`src/rtl/prio_scan_enc.sv`:
```
// ============================================================================
// Module   : prio_scan_enc
// Purpose  : Sequential priority scanner; emits one set-bit index per accepted
//            handshake. Define PRIO_SCAN_MSB_FIRST_EN for highest-first order.
// Revision : 1.0 - initial release
// ============================================================================
`default_nettype none

module prio_scan_enc #(
    parameter int WIDTH = 16,
    parameter int IDXW  = $clog2(WIDTH),
    parameter int CNTW  = $clog2(WIDTH + 1)
) (
    input  logic             clk,
    input  logic             rst_n,
    input  logic             load,
    input  logic [WIDTH-1:0] req,
    input  logic             abort,
    input  logic             out_ready,
    output logic             out_valid,
    output logic [IDXW-1:0]  out_idx,
    output logic             out_last,
    output logic             busy,
    output logic             done,
    output logic [CNTW-1:0]  count
);

    typedef enum logic [0:0] {
        ST_IDLE = 1'b0,
        ST_SCAN = 1'b1
    } state_t;

    state_t           state_q, state_d;
    logic [WIDTH-1:0] mask_q, mask_d;
    logic             out_valid_q, out_valid_d;
    logic [IDXW-1:0]  out_idx_q, out_idx_d;
    logic             out_last_q, out_last_d;
    logic             done_q, done_d;
    logic [CNTW-1:0]  count_q, count_d;

    logic [WIDTH-1:0] w_mask_clr;
    logic [IDXW-1:0]  w_req_idx;
    logic [IDXW-1:0]  w_clr_idx;

    // Index of the bit that is scanned next in the compile-time order.
    function automatic logic [IDXW-1:0] pick_idx(input logic [WIDTH-1:0] m);
        logic [IDXW-1:0] idx;
        idx = '0;
`ifdef PRIO_SCAN_MSB_FIRST_EN
        for (int i = 0; i < WIDTH; i++) begin
            if (m[i]) idx = IDXW'(i);
        end
`else
        for (int i = WIDTH - 1; i >= 0; i--) begin
            if (m[i]) idx = IDXW'(i);
        end
`endif
        return idx;
    endfunction

    function automatic logic single_bit(input logic [WIDTH-1:0] m);
        return (m != '0) && ((m & (m - WIDTH'(1))) == '0);
    endfunction

    assign w_mask_clr = mask_q & ~(WIDTH'(1) << out_idx_q);
    assign w_req_idx  = pick_idx(req);
    assign w_clr_idx  = pick_idx(w_mask_clr);

    always_comb begin
        state_d     = state_q;
        mask_d      = mask_q;
        out_valid_d = out_valid_q;
        out_idx_d   = out_idx_q;
        out_last_d  = out_last_q;
        done_d      = 1'b0;
        count_d     = count_q;

        case (state_q)
            ST_IDLE: begin
                // abort outranks load while idle
                if (load && !abort) begin
                    count_d = '0;
                    if (req != '0) begin
                        state_d     = ST_SCAN;
                        mask_d      = req;
                        out_valid_d = 1'b1;
                        out_idx_d   = w_req_idx;
                        out_last_d  = single_bit(req);
                    end else begin
                        done_d = 1'b1;
                    end
                end
            end
            ST_SCAN: begin
                if (abort) begin
                    state_d     = ST_IDLE;
                    mask_d      = '0;
                    out_valid_d = 1'b0;
                    out_last_d  = 1'b0;
                end else if (out_valid_q && out_ready) begin
                    count_d = count_q + CNTW'(1);
                    mask_d  = w_mask_clr;
                    if (w_mask_clr != '0) begin
                        out_idx_d  = w_clr_idx;
                        out_last_d = single_bit(w_mask_clr);
                    end else begin
                        state_d     = ST_IDLE;
                        out_valid_d = 1'b0;
                        out_last_d  = 1'b0;
                        done_d      = 1'b1;
                    end
                end
            end
            default: begin
                state_d     = ST_IDLE;
                mask_d      = '0;
                out_valid_d = 1'b0;
                out_last_d  = 1'b0;
            end
        endcase
    end

    always_ff @(posedge clk) begin
        if (!rst_n) begin
            state_q     <= ST_IDLE;
            mask_q      <= '0;
            out_valid_q <= 1'b0;
            out_idx_q   <= '0;
            out_last_q  <= 1'b0;
            done_q      <= 1'b0;
            count_q     <= '0;
        end else begin
            state_q     <= state_d;
            mask_q      <= mask_d;
            out_valid_q <= out_valid_d;
            out_idx_q   <= out_idx_d;
            out_last_q  <= out_last_d;
            done_q      <= done_d;
            count_q     <= count_d;
        end
    end

    assign out_valid = out_valid_q;
    assign out_idx   = out_idx_q;
    assign out_last  = out_last_q;
    assign busy      = (state_q == ST_SCAN);
    assign done      = done_q;
    assign count     = count_q;

endmodule

`default_nettype wire

```
`config.mk`:
```
export PLATFORM = sky130hd
export DESIGN_NAME = prio_scan_enc
export DESIGN_NICKNAME = d
export VERILOG_FILES = /design/src/rtl/prio_scan_enc.sv
export SDC_FILE = /design/constraint.sdc
export NUM_CORES = 1
export LEC_CHECK = 0
export ABC_CLOCK_PERIOD_IN_PS = 2400
export CAP_MARGIN = 15
export CORE_AREA = 2 2 88 90
export DETAILED_ROUTE_END_ITERATION = 10
export DIE_AREA = 0 0 90 92
export GPL_ROUTABILITY_DRIVEN = 0
export REMOVE_ABC_BUFFERS = 1
export SLEW_MARGIN = 10
export SYNTH_ARGS = -nofsm -noshare
export SYNTH_HDL_FRONTEND = slang
export SYNTH_SLANG_ARGS = --single-unit
```
`constraint.sdc`:
```
create_clock -name clk -period 2.4 [get_ports clk]
set_clock_uncertainty 0.2 [all_clocks]
set_input_delay 0.48 -clock clk [delete_from_list [all_inputs] [get_ports clk]]
set_output_delay 0.48 -clock clk [all_outputs]
set_load 0.03 [all_outputs]
```
# After elaboration in Yosys (flattened, before gate mapping)

Index checks and enable logic that the tools add are counted.

Flip-flop bits (word level): 29
Bits in latches: 0
Memory bits (writable): 0
ROM bits: 0
Input port bits: 21
Output and inout bits: 13
Word-level logic and storage cells: 107
Memories kept: 0

Add/subtract/negate cells: 3
Multiply operators: 0
Divide/modulo/power cells: 0
$lt $le $gt $ge: 0
Eq/ne operators: 7
Shift-type cells: 1
Muxes and demuxes: 71
Bitwise gates (word level): 5
Reductions and logical operators: 13

Operators with widths:

| cell                                                                  | number |
|---|---|
| 4-bit two-way mux                                                     | 37 |
| 16-bit two-way mux                                                    | 4 |
| 16-bit AND                                                            | 3 |
| 16-bit zero test                                                      | 2 |
| 16-bit one-hot mux with 2 select lines                                | 1 |
| 16-bit nonzero test                                                   | 2 |
| 16-bit by 1-bit subtractor with 16-bit output (second input constant) | 2 |
| 1-bit two-way mux                                                     | 20 |
| 16-bit inverter                                                       | 1 |
| 1-bit by 4-bit << shifter with 16-bit output (first input constant)   | 1 |
| 5-bit two-way mux                                                     | 3 |
| 5-bit one-hot mux with 2 select lines                                 | 1 |
| 1-bit one-hot mux with 2 select lines                                 | 4 |
| 4-bit one-hot mux with 2 select lines                                 | 1 |
| 2-bit != test (second input constant)                                 | 3 |
| 3-bit AND reduction                                                   | 2 |
| 5-bit by 1-bit adder with 5-bit output (second input constant)        | 1 |
| 5-bit AND reduction                                                   | 1 |
| 1-bit logical AND                                                     | 4 |
| 2-bit by 1-bit != test with 1-bit output (second input constant)      | 2 |
| 4-bit AND reduction                                                   | 1 |
| 3-bit by 2-bit != test with 1-bit output (second input constant)      | 1 |
| 3-bit != test (second input constant)                                 | 1 |
| 1-bit zero test                                                       | 1 |
| 1-bit inverter                                                        | 1 |

# Depth between registers and ports, before layout

Gate-level depths: netlist (run 1).

Depth after elaboration: 23
Depth in mapped cells: 9
Mapped depth without buffers: 6

# Least setup slack after synthesis (run 1)

Ideal clock, no wire load.

Kind: reg-to-reg
Start: register out_idx_q[0], in the netlist out_idx[0]
End: register state_q, in the netlist busy
Setup time: 0.115 ns
Data arrival time: 2.176 ns
Required time: 2.085 ns
Path slack: -0.091 ns
Cell stages (with the launch flop): 8
Buffers on the path: 1
Period minus slack after synthesis: 2.491 ns
Path through: dfxtp_1 buf_6 mux2_2 o32ai_4 o2111ai_2 or3_4 o21a_1 o21a_1

Cells in the longest elaborated chain, start to end: 8

Ends and longest elaborated chain:

| element                                      | RTL line | RTL |
|---|---|---|
| start: declaration                           | 36       | `logic [IDXW-1:0] out_idx_q, out_idx_d;` |
| start signal: assignment                     | 136      | `out_idx_q <= out_idx_d;` |
| 1-bit by 4-bit << shifter with 16-bit output | 65       | `assign w_mask_clr = mask_q & ~(WIDTH'(1) << out_idx_q);` |
| 16-bit inverter                              | 65       |  |
| 16-bit AND                                   | 65       |  |
| 16-bit nonzero test                          | 103      | `if (w_mask_clr != '0) begin` |
| 1-bit two-way mux                            | 103      |  |
| 1-bit two-way mux                            | 100      | `end else if (out_valid_q && out_ready) begin` |
| 1-bit two-way mux                            | 95       | `if (abort) begin` |
| 1-bit one-hot mux with 2 select lines        | 78       | `case (state_q)` |
| end signal: assignment                       | 133      | `state_q <= state_d;` |
| end: declaration                             | 33       | `state_t state_q, state_d;` |

No other way between the ends.
A chain may end at the register's enable or synchronous reset.

# Worst setup path in the final report (run 1)

Start: register out_idx_q[0], in the netlist out_idx[0]
End: register out_idx_q[3], in the netlist out_idx[3]

Cells in the longest elaborated chain, start to end: 23
Elaborated cells between the ends (all ways): 26
Those cells by class: eq/ne (1); shift (1); mux (20); bitwise (2); reduce/logical (2)

Ends and longest elaborated chain:

| element                                        | RTL line | RTL |
|---|---|---|
| 1-bit by 4-bit << shifter with 16-bit output * | 65       |  |
| 16-bit inverter *                              | 65       |  |
| 16-bit AND *                                   | 65       |  |
| 4-bit two-way mux (16 in series)               | 55       | `if (m[i]) idx = IDXW'(i);` |
| 4-bit two-way mux                              | 103      |  |
| 4-bit two-way mux                              | 100      |  |
| 4-bit two-way mux                              | 95       |  |
| 4-bit one-hot mux with 2 select lines          | 78       |  |

Every way passes the cells marked *; elsewhere a longest branch is shown, timed or not. The select of a mux whose other input is x is not followed.

==> impl_metrics.yaml, run 1 <==
clock_tree:
  cts.sinks: 29
  worstSkewPairLatency_ns: 0.28
  clk_path_buf_depth: 2
  cts_made_buffers: 5
  clkTransAtPathRegs_ns: 0.07
  cts_tree: "done"
  cts_root_buf: "clkbuf_8"
  cts.htree.levels: 2
critical_path:
  path_delay_family: "compound AO/OA/AOI/OAI gates"
  critPathMaxFanout: 7
  critical_path.max_stage_delay_ns: 0.53
  critPathCaptureType: "register"
  r2r-start: "out_idx[0]$_SDFFE_PN0P_"
  r2r-end: "out_idx[3]$_SDFFE_PN0P_"
  crit_slowest_cell: "or4bb_4"
  cp.required_ns: 2.37
  critPathArrivalTime_ns: 2.32
  rr_worst_depth: 7
  rrSetupSlack_ns: 0.04
  critPathBufInv: 1
  cp_cell_sequence: "buf_6, or4bb_4, a222oi_1, o2111a_1, a21oi_4, o21ai_1, a21oi_1"
  path_class: "register to register"
  worstSetupStartpointType: "register"
  critical_path_cell_count: 7
grt:
  grt_pass1_wl_um: 14520
  grt_pass1_vias: 2970
  gr-total-overflow: 0
  grt_max_degree: 23
  grt_util_all_layers_pct: 21.25
  antenna_found_initial: 0
finish:
  nets: 469
  final_cell_mix: "buf_4, clkdlybuf4s50_1, nor2_1"
  drive_above_1_share_pct: 33.04
  synthToLayoutAreaGrowth_pct: 47.38
  num_antenna_cells: 0
  final_common_cell: "buf_4"
sta:
  min_period_ns: 2.359
  hold_viol_final: 0
  slew_violations: 0
  tightest_slew_ns: 0.4664
  setup_viol_count_final: 0
  slew_headroom_pct: 68.58
  max_freq_mhz: 423.8
  tns_ns: 0
  whs_ns: 0.3140
  rsz0062_at_grt: "true"
  finalCritPeriodShare_pct: 98.31
yosys:
  synth-async-reset-ratio_pct: 0
  synth_area_leader_cell: "dfxtp_1"
  yosysUniqueCellTypes: 77
  avgSynthCellArea_um2: 7.844
  yosysSeqAreaShare_pct: 21.90
  synth_cells: 338
  ys.warnings.count: 0
  synthFlopType: "dfxtp_1"
  synth_edf_count: 0
  synth_area_um2: 2651
  ys_seq_elements: 29
  synth.area.top_cells: "dfxtp_1, o21ai_0, nor2_1, a21oi_1, nand2_1"
  yosys.area.top_type_share_pct: 21.90
routing:
  drt-initial-drc-count: 358
  drt.antenna.violating_nets: 0
  drt-pass1-iter-count: 6
  drcViolationCount: 0
  vias: 3171
  drt-total-wl_um: 8981
  vias_per_cell: 5.765
  routedWlPerCell_um: 16.33
outcome:
  status: "completed"
worst_hold_path:
  hold_depth: 2
  hold_path_end: "count[4]$_SDFFE_PN0P_"
  hold_path.class: "register to register"
  min_from: "count[4]$_SDFFE_PN0P_"
floorplan:
  core_um2: 7447
  die_w_um: 90
  io_pins: 34
  die_area_um2: 8280
  core.rowCount: 32
  die_y_um: 92
  initial_utilization_pct: 35.60
placed_design:
  port_buffers: 33
  dpl.hpwl_um: 6818
pwr:
  p_total_mw: 1.691
  p_seq_share_pct: 31.7
  p_comb_share_pct: 36.5
  clockPowerShare_pct: 31.8
  power_density_nw_per_um2: 432.8
  power.switching_mw: 0.5477
  p_int_mw: 1.143
  p_sw_share_pct: 32.39
  leakagePower_nw: 1.536
  irDropWorstVdd_mv: 0.2480
run:
  cap_violations: 0
logic make-up after synthesis:
family | share of synthesized area (%)
buffers and inverters | 6.512
AND/OR/NAND/NOR | 26.85
multiplexers | 6.371
AO/OA/AOI/OAI | 35.44
flip-flops | 21.90
adder cells (fa/ha/maj) | 1.605
XOR/XNOR | 1.322
final cells by class:
class | instances | area [µm²]
Clock inverter | 1 | 30.03
Timing Repair Buffer | 124 | 1040
Inverter | 10 | 37.54
Tap cell | 102 | 127.6
Fill cell | 718 | 3540
Clock buffer | 7 | 86.33
Sequential cell | 29 | 588.1
Multi-Input combinational cell | 277 | 1998
metal layers:
layer  vias to the layer above  wire length, µm  GRT usage (%)
li1                       1526                -              -
met1                      1476             4100          29.33
met2                       143             4127          34.46
met3                        26              489          2.547
met4                         0              264          7.051
met5                         -                0              0
cell usage after synthesis, types with 4 or more instances:
library cell and n:
nor2_1 30, dfxtp_1 29, o21ai_0 29, nand2_1 26, a21oi_1 22, clkbuf_1 12, nand3_1 12, inv_1 10
mux2i_1 9, o22ai_1 9, nand4_1 8, nor3_1 8, mux2_2 7, nand2b_1 7, o21a_1 7, buf_6 6
a41oi_1 4, nand3b_1 4, nand4b_1 4, o211ai_1 4
worst max path at each step:
stage | slack [ns] | start | end
after floorplan | -0.51 | busy$_SDFF_PN0_ | out_last$_SDFFE_PN0P_
after global placement | -0.23 | abort | out_last$_SDFFE_PN0P_
after detailed placement | -0.28 | req[3] | out_last$_SDFFE_PN0P_
after CTS | 0.002 | out_idx[1]$_SDFFE_PN0P_ | out_last$_SDFFE_PN0P_
after global routing | -0.04 | out_idx[0]$_SDFFE_PN0P_ | out_idx[0]$_SDFFE_PN0P_
final | 0.04 | out_idx[0]$_SDFFE_PN0P_ | out_idx[3]$_SDFFE_PN0P_
sequential cells by signal, indices dropped and copies added, names as in the netlist:
register,flops
busy,1
count,5
mask_q,16
out_idx,4
done,1
out_valid,1
out_last,1
power by group through the flow:
stage                     sequential [mW]  combinational [mW]  clock [mW]
after global placement              0.543               0.576           0
after CTS                           0.534               0.584       0.548
after detailed placement            0.544               0.579           0
final                               0.537               0.617       0.537
after floorplan                     0.579               0.262           0
after global routing                0.540               0.661       0.562
worst min-delay path, delay by kind of cell (launching register included):
family	cells	cell delay [ns]
xor gates and xnor gates	1	0.07
DFF	1	0.35
and+or+nand+nor	1	0.07
stage by stage:
step                worst slack (ns)  cell area (µm²)  cells  util, %
floorplan                    -0.5115             2516    316        -
global placement             -0.2336             3630    537    48.74
detailed placement           -0.2766             3630    537    48.74
CTS                         0.002033             3761    546    50.50
global route                -0.04147             3908    550    52.47
finish                       0.04063             3908    550    52.47
repair_timing:
action,in CTS,in global routing
pin swaps,3,12
buffers inserted,1,4
gates resized for setup,4,31
setup endpoints to repair,4,20
hold buffers,0,0
Note: power is estimated with default switching activity, not from simulation.
==> inputs of run 2 (changes only) <==
--- a/config.mk
+++ b/config.mk
@@ -12,6 +12,8 @@
 export DIE_AREA = 0 0 90 92
 export GPL_ROUTABILITY_DRIVEN = 0
 export REMOVE_ABC_BUFFERS = 1
+export SETUP_SLACK_MARGIN = 0.5
+export SKIP_LAST_GASP = 1
 export SLEW_MARGIN = 10
 export SYNTH_ARGS = -nofsm -noshare
 export SYNTH_HDL_FRONTEND = slang
==> constraint.sdc (replaced) <==
create_clock -name clk -period 2.4 [get_ports clk]
set_clock_uncertainty 0.2 [all_clocks]
set_input_delay 0.48 -clock clk [delete_from_list [all_inputs] [get_ports clk]]
set_output_delay 0.48 -clock clk [all_outputs]
set_load 0.01 [all_outputs]
==> run 2 against run 1 <==
  * Flip-flop and latch count is the same
  * Utilization increased by 2.7 points
  * Power is 5.9% lower
  * Cell area rose by 5.1%
  * Clock power is 29% lower
  * Non-clock buffer count increased by 15
  * Fmax rose by 2.5%
  * Largest power group unchanged
  * Sequential power grew 0.7%
  * Highest routed layer unchanged
  * Cell count increased by 2.4%
  * Global-route usage is 1.3 points higher
  * Clock-buffer cell count shrank 2
==> impl_metrics.yaml, run 2 (synthesis gave the netlist of run 1 again) <==
outcome:
  status: "completed"
sta:
  hold_viol_final: 0
  rsz0062_at_grt: "true"
  max_freq_mhz: 434.3
  finalCritPeriodShare_pct: 95.93
  min_period_ns: 2.302
  setup_viol_count_final: 0
  tightest_slew_ns: 0.4337
  slew_violations: 0
  slew_headroom_pct: 70.91
placed_design:
  dpl.hpwl_um: 6841
  placed_area_um2: 3650
  port_buffers: 33
grt:
  grtUsageMet1_pct: 28.49
  gr-total-overflow: 0
  grt_util_all_layers_pct: 22.56
  grt_use_met3_pct: 3.040
  grt_max_degree: 23
  grt_util_met2_pct: 38.35
  grt_pass1_vias: 3078
  grt_busiest_layer: "met2"
  grt_pass1_wl_um: 15120
  antenna_found_initial: 0
finish:
  num_antenna_cells: 0
  largest_reg_flops: 16
  final_area_um2: 4105
  final_util_pct: 55.12
  drive_above_1_share_pct: 42.08
  final_common_cell: "buf_4"
  synthToLayoutAreaGrowth_pct: 54.84
  final_cell_mix: "buf_4, nor2_1, dfxtp_1"
  fill_cells: 734
  nets: 484
  regMostFlops: "mask_q"
clock_tree:
  cts_made_buffers: 5
  worstSkewPairLatency_ns: 0.29
  clk_path_buf_depth: 2
  cts.sinks: 29
  cts_tree: "done"
  cts.htree.levels: 2
  ctsHoldBuffers: 0
  clkTransAtPathRegs_ns: 0.06
  cts_root_buf: "clkbuf_8"
critical_path:
  critPathBufInv: 4
  cpMostUsedCell: "buf_4"
  worstSetupStartpointType: "register"
  critPathCaptureType: "register"
  cp.required_ns: 2.35
  critPathMaxFanout: 8
  r2r-start: "out_idx[0]$_SDFFE_PN0P_"
  crit_slowest_cell: "or4bb_4"
  critPathArrivalTime_ns: 2.25
  path_class: "register to register"
  cp_cell_sequence: "buf_8, or4bb_4, nand2_2, buf_4, buf_4, buf_6, nand2_1, a21oi_1, or3_1, a41oi_1"
  critical_path.max_stage_delay_ns: 0.54
  cp-startpoint: "out_idx[0]$_SDFFE_PN0P_"
  path_delay_family: "simple AND/OR/NAND/NOR gates"
routing:
  vias_per_cell: 5.748
  drt.antenna.violating_nets: 0
  routedWlPerCell_um: 16.58
  drt-pass1-iter-count: 6
  drcViolationCount: 0
  drt-total-wl_um: 9337
  drt-initial-drc-count: 340
  vias: 3236
floorplan:
  die_y_um: 92
  die_area_um2: 8280
  io_pins: 34
  die_w_um: 90
  core_um2: 7447
  initial_utilization_pct: 35.60
  core.rowCount: 32
worst_hold_path:
  min_from: "out_valid$_SDFFE_PN0P_"
  hold_path.class: "register to register"
pwr:
  power_density_nw_per_um2: 387.5
  leakagePower_nw: 1.672
  irDropWorstVdd_mv: 0.2048
run:
  cap_violations: 0
[run 2: cell count changes in the layout (fill, tap and decap cells not counted), moves of 7 or more]
cell             delta
buf_2              +10
buf_4               +8
buf_6               +7
clkdlybuf4s50_1    -25
dlygate4sd2_1      +11
o21ai_0             -7
o21ai_2            +10
[run 2: worst paths after layout]
path	endpoint	slack [ns]	depth (start not counted)
setup / recovery	out_idx[1]$_SDFFE_PN0P_	0.1	10
hold / removal	count[1]$_SDFFE_PN0P_	0.32	2
setup reg to reg	out_idx[1]$_SDFFE_PN0P_	0.1	10
hold reg to reg	count[1]$_SDFFE_PN0P_	0.32	2
[run 2: layout make-up]
cell class,count,area [µm²],share of cell area [%]
clock buffer,5,68.82,1.676
inverter,10,37.54,0.9144
multi-input combinational,277,2153,52.45
timing repair buffer,139,1117,27.22
clock inverter,1,5.005,0.1219
tap,102,127.6,3.109
sequential,29,595.6,14.51
[run 2: power breakdown]
group / switching (mW) / internal (mW)
Combinational: 0.336 / 0.334
Sequential: 0.0371 / 0.504
Clock: 0.190 / 0.190
Total: 0.562 / 1.03
[run 2: routing by layer]
metal / up-vias / part of all wire (%)
met4: 0 / 3.7
met1: 1507 / 45
li1: 1557 / -
met5: - / 0
met3: 29 / 5.0
met2: 143 / 47
[run 2: through the flow]
step           setup TNS [ns]  setup WS (ns)  std cells  hold slack (ns)  power (mW)
3_5_place_dp           -4.548        -0.2686        541           0.3088       1.112
5_1_grt              -0.02316       -0.01724        563           0.3635       1.666
6_report                    0        0.09757        563           0.3207       1.591
3_3_place_gp           -4.052        -0.2432        541           0.2948       1.108
2_1_floorplan          -4.402        -0.3975        316           0.2872      0.8291
4_1_cts                     0         0.1164        560           0.3223       1.559
[run 2: what timing repair did]
item	in CTS	in global routing
setup buffers	12	3
setup endpoints to repair	37	25
gates cloned	1	0
resized for setup	134	18
pin swaps	33	21
[run 2: worst min-delay path, delay by kind of cell, from the launching register on]
family | cells | cell delay [ns]
flip-flops | 1 | 0.34
AND/OR/NAND/NOR | 1 | 0.08
AO/OA/AOI/OAI | 1 | 0.05
